## config.mk

```make
export PLATFORM = sky130hd
export DESIGN_NAME = fft_frame_streamer
export DESIGN_NICKNAME = d
export VERILOG_FILES = /design/src/rtl/fft_frame_streamer.sv
export SDC_FILE = /design/constraint.sdc
export NUM_CORES = 1
export LEC_CHECK = 0
export ABC_AREA = 1
export ABC_CLOCK_PERIOD_IN_PS = 18550
export CAP_MARGIN = 5
export CORE_MARGIN = 2
export CORE_UTILIZATION = 43
export CTS_CLUSTER_SIZE = 12
export DETAILED_ROUTE_END_ITERATION = 6
export HOLD_SLACK_MARGIN = 0.1
export PLACE_DENSITY_LB_ADDON = 0.25
export SYNTH_ARGS = -nofsm -noshare
export SYNTH_HDL_FRONTEND = slang
export SYNTH_SLANG_ARGS = --single-unit
```

## constraint.sdc

```tcl
create_clock -name clk -period 18.55 [get_ports clk]
set_clock_uncertainty 0.05 [all_clocks]
set_input_delay 1.855 -clock clk [delete_from_list [all_inputs] [get_ports clk]]
set_output_delay 1.855 -clock clk [all_outputs]
set_load 0.02 [all_outputs]
```

## src/rtl/fft_frame_streamer.sv

```systemverilog
// rtl/fft_frame_streamer.sv - captures one flattened complex frame per load and streams it out sample by sample.
// Optional pending-frame buffer enabled by defining FFT_STREAM_PINGPONG_EN.
module fft_frame_streamer #(
  parameter int DATA_WIDTH = 16,
  parameter int N          = 16,
  localparam int IDX_W     = $clog2(N)
) (
  input  logic                    clk,
  input  logic                    reset,
  input  logic                    frame_load,
  input  logic [N*DATA_WIDTH-1:0] frame_real,
  input  logic [N*DATA_WIDTH-1:0] frame_imag,
  output logic                    m_valid,
  input  logic                    m_ready,
  output logic [DATA_WIDTH-1:0]   m_real,
  output logic [DATA_WIDTH-1:0]   m_imag,
  output logic [IDX_W-1:0]        m_index,
  output logic                    m_last,
  output logic                    busy,
  output logic                    frame_done,
  output logic                    overrun,
  input  logic                    clr_overrun
);

  localparam int FW = N * DATA_WIDTH;
  localparam logic [IDX_W-1:0] LAST_IDX = IDX_W'(N - 1);

  typedef enum logic {IDLE, STREAM} state_t;

  state_t            state, state_nxt;
  logic [IDX_W-1:0]  idx;
  logic [FW-1:0]     act_real, act_imag;
  logic              stream_st, handshake, final_hs;
  logic              load_active, promote, drop;

  assign stream_st = (state == STREAM);
  assign handshake = stream_st & m_ready;
  assign final_hs  = handshake & (idx == LAST_IDX);

`ifdef FFT_STREAM_PINGPONG_EN
  logic [FW-1:0] pend_real, pend_imag;
  logic          pend_full, load_pend;
`endif

  always_ff @(posedge clk or posedge reset) begin
    if (reset) state <= IDLE;
    else       state <= state_nxt;
  end

  always_comb begin
    state_nxt = state;
    case (state)
      IDLE:   if (frame_load) state_nxt = STREAM;
      STREAM: if (final_hs && !load_active && !promote) state_nxt = IDLE;
      default: state_nxt = IDLE;
    endcase
  end

  always_comb begin
    m_valid = stream_st;
    busy    = stream_st;
    m_last  = stream_st & (idx == LAST_IDX);
    m_real  = stream_st ? act_real[idx*DATA_WIDTH +: DATA_WIDTH] : '0;
    m_imag  = stream_st ? act_imag[idx*DATA_WIDTH +: DATA_WIDTH] : '0;
    m_index = stream_st ? idx : '0;
`ifdef FFT_STREAM_PINGPONG_EN
    // A load on the final handshake goes to pending only if pending is about to be promoted.
    load_active = frame_load & (!stream_st | (final_hs & !pend_full));
    promote     = final_hs & pend_full;
    load_pend   = frame_load & stream_st & (final_hs ? pend_full : !pend_full);
    drop        = frame_load & stream_st & !final_hs & pend_full;
`else
    load_active = frame_load & (!stream_st | final_hs);
    promote     = 1'b0;
    drop        = frame_load & stream_st & !final_hs;
`endif
  end

  always_ff @(posedge clk or posedge reset) begin
    if (reset) begin
      idx        <= '0;
      act_real   <= '0;
      act_imag   <= '0;
      frame_done <= 1'b0;
      overrun    <= 1'b0;
    end else begin
      if (load_active) begin
        act_real <= frame_real;
        act_imag <= frame_imag;
        idx      <= '0;
`ifdef FFT_STREAM_PINGPONG_EN
      end else if (promote) begin
        act_real <= pend_real;
        act_imag <= pend_imag;
        idx      <= '0;
`endif
      end else if (handshake) begin
        idx <= idx + 1'b1;
      end
      frame_done <= final_hs;
      if (drop)             overrun <= 1'b1;
      else if (clr_overrun) overrun <= 1'b0;
    end
  end

`ifdef FFT_STREAM_PINGPONG_EN
  always_ff @(posedge clk or posedge reset) begin
    if (reset) begin
      pend_real <= '0;
      pend_imag <= '0;
      pend_full <= 1'b0;
    end else begin
      if (load_pend) begin
        pend_real <= frame_real;
        pend_imag <= frame_imag;
      end
      if (load_pend)    pend_full <= 1'b1;
      else if (promote) pend_full <= 1'b0;
    end
  end
`endif

endmodule

```

== Yosys cells after proc, flatten, opt, wreduce, memory -nomap -nowiden ==
Cells that the tools add are included.

* Add/sub/neg operators: 1
* Equal/unequal tests: 1
* Shifts and indexed selects: 2
* Muxes and demuxes: 10
* Bitwise logic cells: 8
* Reduce and logical (&&, ||, !) cells: 6

{| class="wikitable"
|+ Operators with widths
! kind !! number
|-
| $shiftx 256x9->16 || 2
|-
| $mux 16 || 2
|-
| $mux 4 || 3
|-
| $and 1x1->1 || 6
|-
| $add 4x1->4 const B || 1
|-
| $eq 4x4->1 const B || 1
|-
| $mux 1 || 4
|-
| $reduce_bool 2->1 || 2
|-
| $logic_not 1->1 || 3
|-
| $pmux 1 s2 || 1
|-
| $logic_and 1x1->1 || 1
|-
| $not 1->1 || 1
|-
| $or 1x1->1 || 1
|}

* Register bits after elaboration: 519
* Output and inout port bits: 41
* Word-level logic and storage cells: 34

== Depth between registers and ports, before layout ==
* Word-level depth: 8
* Mapped depth: 12
* Gate-level depth less buffers: 9

== Least setup slack after synthesis ==
Ideal clock, no wire load.

* Kind: register to output
* Start point: register idx[1]
* End point: output m_imag[13]
* Arrival: 1.692 ns
* Slack: 14.953 ns
* Stages on the path, launching flop included: 8
* Buffers on the path: 3
* Cells stage by stage: dfrtp_1 > clkbuf_1 > clkbuf_1 > buf_2 > nand3_1 > nand3_1 > nand3_1 > a21oi_1

* Longest elaborated chain between the ends: 2

{| class="wikitable"
|+ Ends and longest elaborated chain
! element !! RTL line !! source
|-
| from (decl) || 31 || <nowiki>logic [IDX_W-1:0] idx;</nowiki>
|-
| from (signal assigned) || 98 || <nowiki>idx <= idx + 1'b1;</nowiki>
|-
| $shiftx 256x9->16 || 64 || <nowiki>m_imag = stream_st ? act_imag[idx*DATA_WIDTH +: DATA_WIDTH] : '0;</nowiki>
|-
| $mux 16 || 64 ||
|-
| to (decl) || 16 || <nowiki>output logic [DATA_WIDTH-1:0] m_imag,</nowiki>
|}

Every way passes these cells.

== Worst setup path in the final report ==
* Start point: register idx[0]
* End point: output m_imag[13]

Same word-level chain as after synthesis.

==> results.yml <==
routing:
  wl_per_cell_um: 19.7
  routed_via_density: 5.07
  drt_iter0_markers: 2397
  postRouteAntennaNets: 0
  firstDrtPassIters: 5
  drt-total-wl_um: 90600
  drc: 0
  via_count: 23400
clock_tree:
  cts_buffers: 57
  clkTransAtPathRegs_ps: 60
  cts.repair.resized: 0
  clock_path_buffers: 3
  worstSkewPairLatency_ps: 600
  htreeDepth: 2
  postCtsSetupRepairBufs: 0
  root_buffer: "clkbuf_16"
  ctsHoldBuffers: 0
  cts_sinks: 519
  cts_tree: "done"
die:
  die-area_um2: 60700
  die_w_um: 246
  initial_core_util_pct: 43.7
  boundaryPins: 558
  rows: 88
  die_h_um: 246
  placeableCoreArea_um2: 57900
timing:
  rsz0062_at_grt: "no"
  fmax_mhz: 144
  tns_ps: 0
  min_period_over_period_pct: 37.4
  drv_slew: 0
  hold_slack_ps: 428
  relSlewSlack_pct: 25.8
  tightest_slew_ps: 1110
  setup_viol: 0
  min_period_ps: 6940
  hold_viol_final: 0
final_layout:
  nFillCells: 5468
  syn_to_final_growth_pct: 29.1
  seqCellArea_um2: 13000
  drive_gt1_share_pct: 3.21
  layout.nets: 4308
  multi_input_area_um2: 9270
logic_synthesis:
  syn_avg_cell_area_um2: 7.49
  synth_cell_types: 22
  ys_ff_latch: 519
  netlist_area_um2: 25300
  synth_sequential_area_ratio_pct: 51.4
  synth_top_area_share_pct: 51.4
  netlist_instances: 3375
  yosys-top-cells-area: "dfrtp_1, nand2_1, nand3_1, inv_1, o21ai_1"
  syn_nets: 3893
  yosys_warnings: 0
  yosysTopAreaCell: "dfrtp_1"
global_routing:
  grt_max_degree: 254
  grt_usage_pct: 29.4
  globalRoute.totalOverflow: 0
  antenna_found_initial: 10
  grt_pass1_vias: 22300
  grt_pass1_wl_um: 135000
flow_run:
  drv_cap: 0
critical_path:
  crit_path_start_kind: "flop"
  worstSetupPathType: "flop to output pin"
  cp_max_fo: 91
  crit_arrival_ps: 5040
  crit_required_ps: 16650
  end_kind: "output pin"
  ff2ff_path_depth: 12
power_and_ir_drop:
  power_density_nw_per_um2: 164
  leakagePower_uw: 0.0154
  total_power_uw: 5350
  vdd_ir_drop_max_mv: 0.104
outcome:
  status: "completed"
worst_hold_path:
  worstHoldPathType: "flop to flop"
  worstHoldPathCells: 2
placement:
  io_buffers: 557
  gp_congestion: 0.876
  hpwl_um: 62200
[where the power goes]
group | total, uW | switching, uW | leakage (uW) | internal [uW]
Sequential | 1890 | 201 | 0.00623 | 1690
Combinational | 2320 | 1490 | 0.00827 | 828
Clock | 1140 | 472 | 0.000933 | 668
Total | 5350 | 2160 | 0.0154 | 3190
[cell type report]
class	instances	area share, %
clock buffer	89	5.33
inverter	460	5.39
timing repair buffer	579	17.7
multi-input combinational	2173	28.4
antenna	8	0.0613
sequential	519	39.8
clock inverter	15	0.406
tap	765	2.93
[cells in the mapped netlist]
master,instances
clkinv_1,2
clkinv_2,1
ha_1,1
nand3_1,384
buf_6,55
clkbuf_1,124
nor2_2,1
o21ai_0,134
nand2_2,2
inv_1,456
buf_8,1
buf_4,7
buf_1,27
inv_2,1
a21oi_1,32
nand2_1,1168
o22ai_1,1
xor2_1,2
o21ai_1,315
buf_2,9
dfrtp_1,519
nor2_1,133
[cell families after synthesis]
| kind of cell | count (synthesis) | synth area share (%) |
|---|---|---|
| and+or+nand+nor | 1688 | 27.0 |
| buffers and inverters | 683 | 12.0 |
| DFF | 519 | 51.4 |
| AOI/OAI and AO/OA | 482 | 9.55 |
| xor gates and xnor gates | 2 | 0.0693 |
| adders and majority gates | 1 | 0.0495 |
[state kept, by name (all words and copies together), names as in the netlist]
register    cells
act_real      256
act_imag      256
idx             4
busy            1
frame_done      1
overrun         1
[path summary, 6_finish.rpt]
check,startpoint,end,slack (ps)
max in group asynchronous,reset,act_imag[212],14080
min in group asynchronous,reset,act_real[245],1770
setup / recovery,idx[0],m_imag[13],11610
hold reg to reg,act_imag[207],act_imag[207],430
hold / removal,act_imag[207],act_imag[207],430
setup reg to reg,idx[1],act_real[245],12950
[layer usage]
metal | up-vias | GRT usage, % | part of all wire (%)
li1 | 11300 | - | -
met1 | 11000 | 39.1 | 41
met2 | 964 | 47.1 | 47
met3 | 151 | 6.38 | 8.5
met4 | 6 | 10.8 | 3.6
met5 | - | 0 | 0.041
[critical path: stages, from the launching register on]
cell	delay (ps)
dfrtp_4	1020
buf_4	820
buf_4	890
nor2_1	110
nor2_1	120
nand2_1	60
nand3_1	60
nand3_1	80
a21oi_1	400
clkdlybuf4s50_1	690
[cell usage in the layout, fill, tap and decap left out, types with 2 or more instances in the layout]
cell / n
nor2_1: 133
clkbuf_8: 15
o21ai_0: 134
buf_4: 20
clkbuf_1: 15
dfrtp_1: 515
buf_12: 2
clkdlybuf4s50_1: 557
inv_6: 2
nand2_1: 1168
xor2_1: 2
clkbuf_16: 59
inv_1: 454
nand3_1: 384
dfrtp_4: 3
o21ai_1: 315
bufinv_16: 2
clkinv_2: 11
a21oi_1: 32
diode_2: 8
[stage by stage]
step | instance area (um2) | worst slack (ps) | utilization, % | instances
floorplan | 25300 | 2150 | - | 3375
global placement | 30800 | 12310 | 53.1 | 4496
detailed placement | 30800 | 12350 | 53.1 | 4496
CTS | 32600 | 11670 | 56.3 | 4600
global route | 32600 | 11420 | 56.4 | 4605
finish | 32600 | 11610 | 56.4 | 4608
(Power assumes the default switching activity.)
